### config.mk
export PLATFORM = sky130hd
export DESIGN_NAME = store_buffer
export DESIGN_NICKNAME = d
export VERILOG_FILES = /design/src/rtl/store_buffer.sv
export SDC_FILE = /design/constraint.sdc
export NUM_CORES = 1
export LEC_CHECK = 0
export CAP_MARGIN = 20
export CORE_UTILIZATION = 55
export DETAILED_ROUTE_END_ITERATION = 10
export PLACE_DENSITY = 0.78
export SLEW_MARGIN = 20
export SYNTH_ARGS = -nofsm -noshare
export SYNTH_HDL_FRONTEND = slang
export SYNTH_SLANG_ARGS = --single-unit
### constraint.sdc
create_clock -name clk -period 4.5 [get_ports clk]
set_input_delay 0.9 -clock clk [delete_from_list [all_inputs] [get_ports clk]]
set_output_delay 0.9 -clock clk [all_outputs]
set_load 0.02 [all_outputs]
### src/rtl/store_buffer.sv
// Posted-write store buffer: formats stores into word-aligned bus writes and
// queues them in a circular FIFO, reporting load address hits on pending entries.
module store_buffer #(
    parameter int DEPTH = 4
) (
    input  logic        clk,
    input  logic        rst,
    input  logic        stValid,
    output logic        stReady,
    input  logic [31:0] stAddr,
    input  logic [2:0]  stFunt3,
    input  logic [31:0] stData,
    output logic        memValid,
    input  logic        memReady,
    output logic [31:0] memAddr,
    output logic [31:0] memWdata,
    output logic [3:0]  memWstrb,
    input  logic [31:0] ldAddr,
    output logic        ldHit,
    output logic        misalignErr,
    output logic        empty
);

    localparam int PW = $clog2(DEPTH);
    localparam int CW = $clog2(DEPTH + 1);
    localparam logic [CW-1:0] FULL = CW'(DEPTH);

    logic [29:0]      addr_q [DEPTH];
    logic [31:0]      data_q [DEPTH];
    logic [3:0]       strb_q [DEPTH];
    logic [DEPTH-1:0] vld_q, vld_d;
    logic [PW-1:0]    rd_q, rd_d, wr_q, wr_d;
    logic [CW-1:0]    count_q, count_d;
    logic             err_q, err_d;

    logic [1:0]  off;
    logic        fmt_ok;
    logic [3:0]  fmt_strb;
    logic [31:0] fmt_data;
    logic        accept, enq, pop;
    logic        unused_ld;

    assign unused_ld = ^ldAddr[1:0];

    always_comb begin
        off      = stAddr[1:0];
        fmt_ok   = 1'b0;
        fmt_strb = 4'b0000;
        fmt_data = 32'h0;
        case (stFunt3)
            3'b000: begin
                fmt_ok   = 1'b1;
                fmt_strb = 4'b0001 << off;
                fmt_data = {24'h0, stData[7:0]} << {off, 3'b000};
            end
            3'b001: begin
                fmt_ok   = ~stAddr[0];
                fmt_strb = 4'b0011 << off;
                fmt_data = {16'h0, stData[15:0]} << {off, 3'b000};
            end
            3'b010: begin
                fmt_ok   = (off == 2'b00);
                fmt_strb = 4'b1111;
                fmt_data = stData;
            end
            default: begin
                fmt_ok = 1'b0;
            end
        endcase
    end

    assign stReady  = (count_q != FULL);
    assign memValid = (count_q != '0);
    assign empty    = (count_q == '0);
    assign accept   = stValid && stReady;
    assign enq      = accept && fmt_ok;
    assign pop      = memValid && memReady;

    always_comb begin
        rd_d    = rd_q;
        wr_d    = wr_q;
        count_d = count_q;
        vld_d   = vld_q;
        err_d   = accept && !fmt_ok;
        if (pop) begin
            rd_d        = rd_q + 1'b1;
            vld_d[rd_q] = 1'b0;
        end
        if (enq) begin
            wr_d        = wr_q + 1'b1;
            vld_d[wr_q] = 1'b1;
        end
        case ({enq, pop})
            2'b10:   count_d = count_q + 1'b1;
            2'b01:   count_d = count_q - 1'b1;
            default: count_d = count_q;
        endcase
    end

    always_ff @(posedge clk) begin
        if (rst) begin
            rd_q    <= '0;
            wr_q    <= '0;
            count_q <= '0;
            vld_q   <= '0;
            err_q   <= 1'b0;
        end else begin
            rd_q    <= rd_d;
            wr_q    <= wr_d;
            count_q <= count_d;
            vld_q   <= vld_d;
            err_q   <= err_d;
        end
    end

    // Payload storage needs no reset; validity is tracked by vld_q/count_q.
    always_ff @(posedge clk) begin
        if (enq) begin
            addr_q[wr_q] <= stAddr[31:2];
            data_q[wr_q] <= fmt_data;
            strb_q[wr_q] <= fmt_strb;
        end
    end

    assign misalignErr = err_q;
    assign memAddr     = memValid ? {addr_q[rd_q], 2'b00} : 32'h0;
    assign memWdata    = memValid ? data_q[rd_q] : 32'h0;
    assign memWstrb    = memValid ? strb_q[rd_q] : 4'h0;

    always_comb begin
        ldHit = 1'b0;
        for (int i = 0; i < DEPTH; i++) begin
            if (vld_q[i] && (addr_q[i] == ldAddr[31:2])) begin
                ldHit = 1'b1;
            end
        end
    end

endmodule
==> out/qor.yml <==
sta:
  slew_violations: 0
  worst_hold_slack_ns: 0.497
  finClkSkew_ns: 0.0156
  min_period_over_period_pct: 91.3
  worst-slew-pin-transition_ns: 0.658
  min_period_ns: 4.11
  rsz0062_at_grt: "false"
  tns_ns: 0
  max_freq_ghz: 0.243
  slew_headroom_pct: 56.2
  hold_viol_final: 0
  setup-violations-final: 0
  worst_slack_ns: 0.390
job:
  drv_cap: 0
routing:
  antenna_left: 0
  wl_um: 28500
  drc: 0
  routedWlPerCell_um: 22.6
  viasPerCell: 5.85
  firstDrtPassIters: 7
  vias: 7365
  first_iter_violations: 496
cells_and_area:
  nets: 1064
  fillers: 1477
  design_area_mm2: 0.0156
  drive_gt1_share_pct: 13.7
  syn_to_final_growth_pct: 23.3
worst_setup_path:
  reg2regPathDepth: 8
  reg2reg_to: "count_q[2]"
  end_kind: "primary output"
  critPathMaxFanout: 4
  start_kind: "input pin"
  worst_ep_arrival_time_ns: 3.21
  path_class: "input pin to primary output"
  crit_required_ns: 3.60
  crit_start: "ldAddr[22]"
  reg2reg_slack_ns: 1.82
  worstSetupEndpoint: "ldHit"
  worstReg2RegStart: "count_q[0]"
pwr:
  p_int_mw: 5.31
  p_seq_share_pct: 40.2
  ir_drop_uv: 322
  p_per_area_mw_per_mm2: 471
  p_total_mw: 7.35
  p_leak_nw: 4.98
  p_switching_mw: 2.04
  pwr-share-comb_pct: 28.3
  p_sw_share_pct: 27.7
  power_frac_clock_pct: 31.6
grt:
  grt_usage_pct: 24.4
  use_met1_pct: 34.5
  grt_pass1_wl_um: 42900
  grt_overflow: 0
  antenna_found_initial: 2
  grt_pass1_vias: 7341
  grt-busiest-layer: "met2"
  grt_use_met3_pct: 4.26
  grt_max_degree: 67
  use_met2_pct: 39.0
logic_synthesis:
  netlist_area_mm2: 0.0127
  ys_seq_elements: 278
  synth-edff-count: 264
  synth.avg_cell_area_um2: 16.1
  yosysTopAreaCell: "edfxtp_1"
  synth.top_cell.area_share_pct: 62.6
  yosysMostFrequentCell: "edfxtp_1"
  synth_top_flop_cell: "edfxtp_1"
  synth.area.top_cells: "edfxtp_1 (63%), mux4_2 (12%), xnor2_1 (5.4%)"
  synth_warnings: 0
  netlist_instances: 786
  synth.distinct_cells: 38
  ys_async_sr_fraction_pct: 0
  synth_common_cells: "edfxtp_1 (264), and2_1 (81), xnor2_1 (78)"
  synth-seq-area-share_pct: 64.9
clock_network:
  cts_buffers: 28
  cts_setup_buffers: 0
  clk_latency_ns: 0.53
  htree_levels: 1
  clockBufferDepth: 3
  cts_hold_buffers: 0
  cts_root_buffer: "clkbuf_16"
  cts.repair.resized: 0
  cts_sinks: 278
  cts_tree: "built"
  clk_pin_slew_ns: 0.06
placed_design:
  placed_cell_area_mm2: 0.0147
  gp_congestion: 0.911
  dp_hpwl_um: 19300
  portBuffers: 171
  dpl_worst_slack_ns: 0.386
die:
  dieArea_mm2: 0.0236
  coreArea_mm2: 0.0226
  rows: 55
  ioPinCount: 176
  start_util_pct: 56.1
  die_h_um: 154
  die_w_um: 154
min_path:
  hp-class: "flop to flop"
status:
  status: "complete, no violations"
==> worst min path at each step <==
| stage | endpoint | cells past startpoint | startpoint | slack, ns |
|---|---|---|---|---|
| after floorplan | count_q[2] | 2 | count_q[2] | 0.46 |
| after global placement | count_q[2] | 2 | count_q[2] | 0.48 |
| after CTS | count_q[2] | 2 | count_q[2] | 0.50 |
| after detailed placement | count_q[2] | 2 | count_q[2] | 0.49 |
| final | count_q[2] | 2 | count_q[2] | 0.50 |
| after global routing | count_q[2] | 2 | count_q[2] | 0.54 |
==> final cells by class <==
type	count	area, um2	area share (%)
diodes	1	2.50	0.0160
clock buffers	32	737	4.72
clock inverters	19	189	1.21
inverters	9	33.8	0.216
multi-input cells	448	4180	26.8
flip-flops and latches	278	8210	52.6
well taps	285	357	2.28
repair buffers	186	1900	12.2
==> cells by family after synthesis <==
| kind of cell | Yosys count | synth area share (%) |
|---|---|---|
| compound gates | 56 | 2.74 |
| xor+xnor | 124 | 8.58 |
| fa+ha+maj | 10 | 1.05 |
| buf+inv | 61 | 2.26 |
| flops | 278 | 64.9 |
| mux | 68 | 11.9 |
| other cells | 1 | 0.0296 |
| simple gates | 188 | 8.57 |
==> power groups by stage <==
| stage | registers (mW) | logic, mW | clock network (mW) |
|---|---|---|---|
| after global placement | 3.01 | 2.07 | 0 |
| final | 2.95 | 2.08 | 2.32 |
| after CTS | 2.96 | 2.10 | 2.35 |
| after global routing | 2.96 | 2.20 | 2.45 |
| after floorplan | 2.96 | 1.26 | 0 |
| after detailed placement | 3.01 | 2.09 | 0 |
==> sequential cells by signal, indices dropped and copies added (netlist names), named ones only <==
register	cells
addr_q	120
count_q	3
data_q	128
misalignErr	1
rd_q	2
strb_q	16
vld_q	4
wr_q	2
==> critical path: stages <==
cell and delay, ns:
clkdlybuf4s50_1 0.52, xnor2_1 0.34, nand4_1 0.20, nor4_1 0.33, nand4_1 0.14, nand4_1 0.15
clkdlybuf4s50_1 0.62
==> per-layer routing <==
layer	routed length, um	share of wire [%]
met1	11900	42
met2	13500	47
met3	2300	8.1
met4	778	2.7
met5	11	0.039
==> per-stage QoR <==
stage	instances	util, %
after floorplan	787	-
after global placement	1206	65.0
after detailed placement	1206	65.0
after CTS	1257	69.1
after global routing	1257	69.1
final	1258	69.1
==> cell usage in the layout, fill, tap and decap left out, drive strengths merged <==
master           n
conb             2
nor3             3
diode            1
o21ai           21
o21a             1
mux4            66
nor4            16
buf             15
nand4           25
a22oi           12
or3b             1
fa               1
a211oi           2
nor2b            9
nand2           26
a22o             5
or3              4
nor2            20
clkbuf          32
clkdlybuf4s50  171
inv              9
o22a             1
a21oi           13
mux2i            2
bufinv           4
and2            81
xor2            46
a21o             1
nand2b           2
dfxtp           14
clkinv          15
ha               9
nor4b            1
xnor2           78
edfxtp         264
Note: power is estimated with default switching activity, not from simulation.
==> edit 1 (config.mk and constraints unchanged) <==
Set the parameter `DEPTH` to 8 (it was 4).
--- a/src/rtl/store_buffer.sv
+++ b/src/rtl/store_buffer.sv
@@ -1,7 +1,7 @@
 // Posted-write store buffer: formats stores into word-aligned bus writes and
 // queues them in a circular FIFO, reporting load address hits on pending entries.
 module store_buffer #(
-    parameter int DEPTH = 4
+    parameter int DEPTH = 8
 ) (
     input  logic        clk,
     input  logic        rst,
Formal check against the unedited RTL: no difference found for any inputs over 4 cycles, from zero or initial values and one cycle with rst high; that may be too few to reach the edited logic, so the function may still have changed.
==> edit 1 against the original RTL <==
Design area grew 87%. Synthesized area grew 93%. Worst setup slack worse by 290 ps. Worst hold slack gained 10 ps. Sequential cell count grew 272. Power increased by 86%. Wire length up 120%. Critical path depth did not move.
==> edit 1: results (changes against the original RTL) <==
wire length per cell 27.99 um (was 22.63 um); sw frac 27.29% (was 27.71%); GR Util met2 48.22% (was 38.96%); met2 routed WL 31.66 mm (was 13.52 mm); Reg2Reg Setup Slack 1720 ps (was 1820 ps); post-synth cell types 51 (was 38); largest net degree at the start of global routing 55 (was 67); Worst Clk Skew 17.76 ps (was 15.65 ps); CTS H-tree depth 2 (was 1); slew margin rel. 32.94% (was 56.16%); Compound-Gate Fraction of Synth Area 2.137% (was 2.739%); Fillers 2834 (was 1477); EDFF count, synth 528 (was 264); FF-to-FF End addr_q[4][15]$_DFFE_PP_ (was count_q[2]$_SDFFE_PP0P_); sequential area share after synthesis 66.60% (was 64.86%); TritonCTS buffer count 55 (was 28); Clk power 0.00467 W (was 0.00232 W); CP Max Fanout 8 (was 4); WP data arrival 3500 ps (was 3210 ps); vias per cell 6.156 (was 5.855); Endpoint, Worst Hold vld_q[4]$_SDFF_PP0_ (was count_q[2]$_SDFFE_PP0P_); post-synthesis xor/xnor area fraction 8.841% (was 8.582%); first-pass GRT wire length 92.56 mm (was 42.89 mm); Largest regs data_q: 256 flops, addr_q: 240 flops, strb_q: 32 flops (was data_q: 128 flops, addr_q: 120 flops, strb_q: 16 flops); Synth area leaders edfxtp_1, mux4_2, xnor2_1, mux2i_1, dfxtp_1 (was edfxtp_1, mux4_2, xnor2_1, and2_1, xor2_1); post-DP HPWL 42.33 mm (was 19.27 mm); routing usage on met3 4.604% (was 4.256%); nets 1757 (was 1064); wl on met1 24.25 mm (was 11.86 mm); initial DRC count 1583 (was 496); Sequential Power 0.00573 W (was 0.00295 W); mux contribution to synthesized area 14.93% (was 11.90%); DR WL met3 5.885 mm (was 2.298 mm); Clock Latency Late Sink 620 ps (was 530 ps); Setup WS pre-CTS 42.95 ps (was 385.7 ps); Hold Startpoint vld_q[4]$_SDFF_PP0_ (was count_q[2]$_SDFFE_PP0P_); worst setup path start ldAddr[23] (was ldAddr[22]); RD Place Congestion 1.001 (was 0.9107); antenna violations before repair 3 (was 2); maximum vdd drop 0.3695 mV (was 0.3218 mV); Synth Area in Adders 0.2557% (was 1.048%); leakage 8.930 nW (was 4.979 nW); status finished, final reports clean (unchanged)
edit 1: per-stage QoR:
step | util [%] | total power (W) | cell area, um^2 | std cells | hold WS (ps)
2_1_floorplan | - | 0.007863 | 24470 | 1426 | 446.4
3_3_place_gp | 62.90 | 0.009057 | 27330 | 2177 | 485.0
3_5_place_dp | 62.90 | 0.009099 | 27330 | 2177 | 497.8
4_1_cts | 67.14 | 0.01372 | 29180 | 2279 | 508.1
5_1_grt | 67.22 | 0.01404 | 29210 | 2280 | 516.0
6_report | 67.22 | 0.01365 | 29210 | 2280 | 507.6
edit 1: logic make-up (layout without fill, tap and decap cells):
logic type | after synthesis | count (layout)
AOI/OAI and AO/OA | 81 | 81
muxes | 200 | 200
and+or+nand+nor | 236 | 236
adders and majority gates | 5 | 5
xor gates and xnor gates | 247 | 247
DFF | 550 | 550
buffers and inverters | 105 | 373
other | 1 | 3
edit 1: worst max path at each step:
stage | end | slack (ps) | cells after the start
floorplan | addr_q[4][0]$_DFFE_PP_ | 760 | 6
global placement | ldHit | 20 | 8
detailed placement | ldHit | 40 | 7
CTS | ldHit | 20 | 7
global route | ldHit | 60 | 8
finish | ldHit | 100 | 7
edit 1: area by class of cell:
cell class                      instances  area share (%)
Timing Repair Buffer                  257           8.849
Inverter                               14          0.2142
Clock inverter                         32           1.234
Multi-Input combinational cell        771           26.28
Antenna cell                            1        0.008567
Tap cell                              585           2.506
Sequential cell                       550           55.83
Clock buffer                           70           5.080
edit 1: repair_timing:
| action | CTS | global route |
|---|---|---|
| resized for setup | 0 | 5 |
| endpoints found under the hold margin | 0 | 0 |
| setup endpoints to repair | 0 | 1 |
edit 1: critical path: stages:
cell and delay [ps]:
clkdlybuf4s50_1 640, xnor2_1 350, nand4_1 240, nor4_1 450
a22oi_1 150, nand4_1 140, clkdlybuf4s50_1 630
==> edit 2 (same flow settings) <==
Without the edit above. The output `misalignErr` loses its register stage (`err_q` becomes a continuous assignment).
--- a/src/rtl/store_buffer.sv
+++ b/src/rtl/store_buffer.sv
@@ -103,15 +103,15 @@
             wr_q    <= '0;
             count_q <= '0;
             vld_q   <= '0;
-            err_q   <= 1'b0;
         end else begin
             rd_q    <= rd_d;
             wr_q    <= wr_d;
             count_q <= count_d;
             vld_q   <= vld_d;
-            err_q   <= err_d;
         end
     end
+
+    assign err_q = err_d;
 
     // Payload storage needs no reset; validity is tracked by vld_q/count_q.
     always_ff @(posedge clk) begin
Behaviour: not the same (Yosys sat finds a counterexample within 4 cycles, from zero or initial values and one cycle with rst high).
==> edit 2 against the original RTL <==
Critical path type unchanged. Synthesized area shrank 0.12%. Design area grew 0.41%. Worst setup slack lost 71 ps. Largest power group unchanged. Sequential power is essentially flat. First-iteration DRC count grew 5.8%. Sequential cell count shrank 1. Wire length grew 1.9%. Sequential share of layout area shrank 0.34 points. Power grew 2.7%. Critical path depth is the same.
==> edit 2: results (changes against the original RTL) <==
slew margin rel. 37.41% (was 56.16%); nets 1066 (was 1064); WP data arrival 3280 ps (was 3210 ps); maximum vdd drop 0.4175 mV (was 0.3218 mV); Final clock-cell share 6.500% (was 5.933%); Non-CTS buffers 189 (was 186); Synth Area in Adders 1.049% (was 1.048%); wl on met1 11.56 mm (was 11.86 mm); Psw 0.002098 W (was 0.002037 W); multi-input logic area 4169 um^2 (was 4175 um^2); post-DP HPWL 19.67 mm (was 19.27 mm); largest net degree at the start of global routing 57 (was 67); leakage 5.021 nW (was 4.979 nW); Clock power frac 33.4% (was 31.6%); layout cell share with drive strength beyond 1 14.77% (was 13.68%); Comb pwr share 27.5% (was 28.3%); grt met1 use 33.39% (was 34.50%); worst setup path start ldAddr[20] (was ldAddr[22]); Seq. cell area 8193 um^2 (was 8213 um^2); Compound-Gate Fraction of Synth Area 2.742% (was 2.739%); status finished, final reports clean (unchanged); Worst Clk Skew 7.533 ps (was 15.65 ps); met2 routed WL 14.38 mm (was 13.52 mm); DR WL met3 2.408 mm (was 2.298 mm); # clk buffers 31 (was 32); initial DRC count 525 (was 496); first-pass GRT wire length 43.08 mm (was 42.89 mm); sequential area share after synthesis 64.78% (was 64.86%); Reg2Reg Setup Slack 1580 ps (was 1820 ps); mux contribution to synthesized area 11.92% (was 11.90%); vias in the first global route 7502 (was 7341); RD Place Congestion 0.9203 (was 0.9107); routing usage on met3 4.312% (was 4.256%); post-synthesis xor/xnor area fraction 8.592% (was 8.582%)
==> edit 2: metrics by stage <==
stage / cell area (um^2) / setup slack [ps] / hold slack (ps) / cells / power (W)
final: 15670 / 319.3 / 516.0 / 1261 / 0.007549
after global routing: 15670 / 219.1 / 537.9 / 1260 / 0.007816
after CTS: 15670 / 276.2 / 511.3 / 1260 / 0.007603
after detailed placement: 14650 / 283.4 / 502.0 / 1208 / 0.005098
after global placement: 14650 / 295.4 / 478.7 / 1208 / 0.005076
after floorplan: 12640 / 731.8 / 455.6 / 787 / 0.004215
==> edit 2: worst register-to-register path: cells and delay by family (launching register included) <==
kind | cells | cell delay, ps
flops | 1 | 380
simple gates | 3 | 1500
compound gates | 1 | 130
fa+ha+maj | 2 | 620
xor+xnor | 1 | 160
buf+inv | 1 | 60
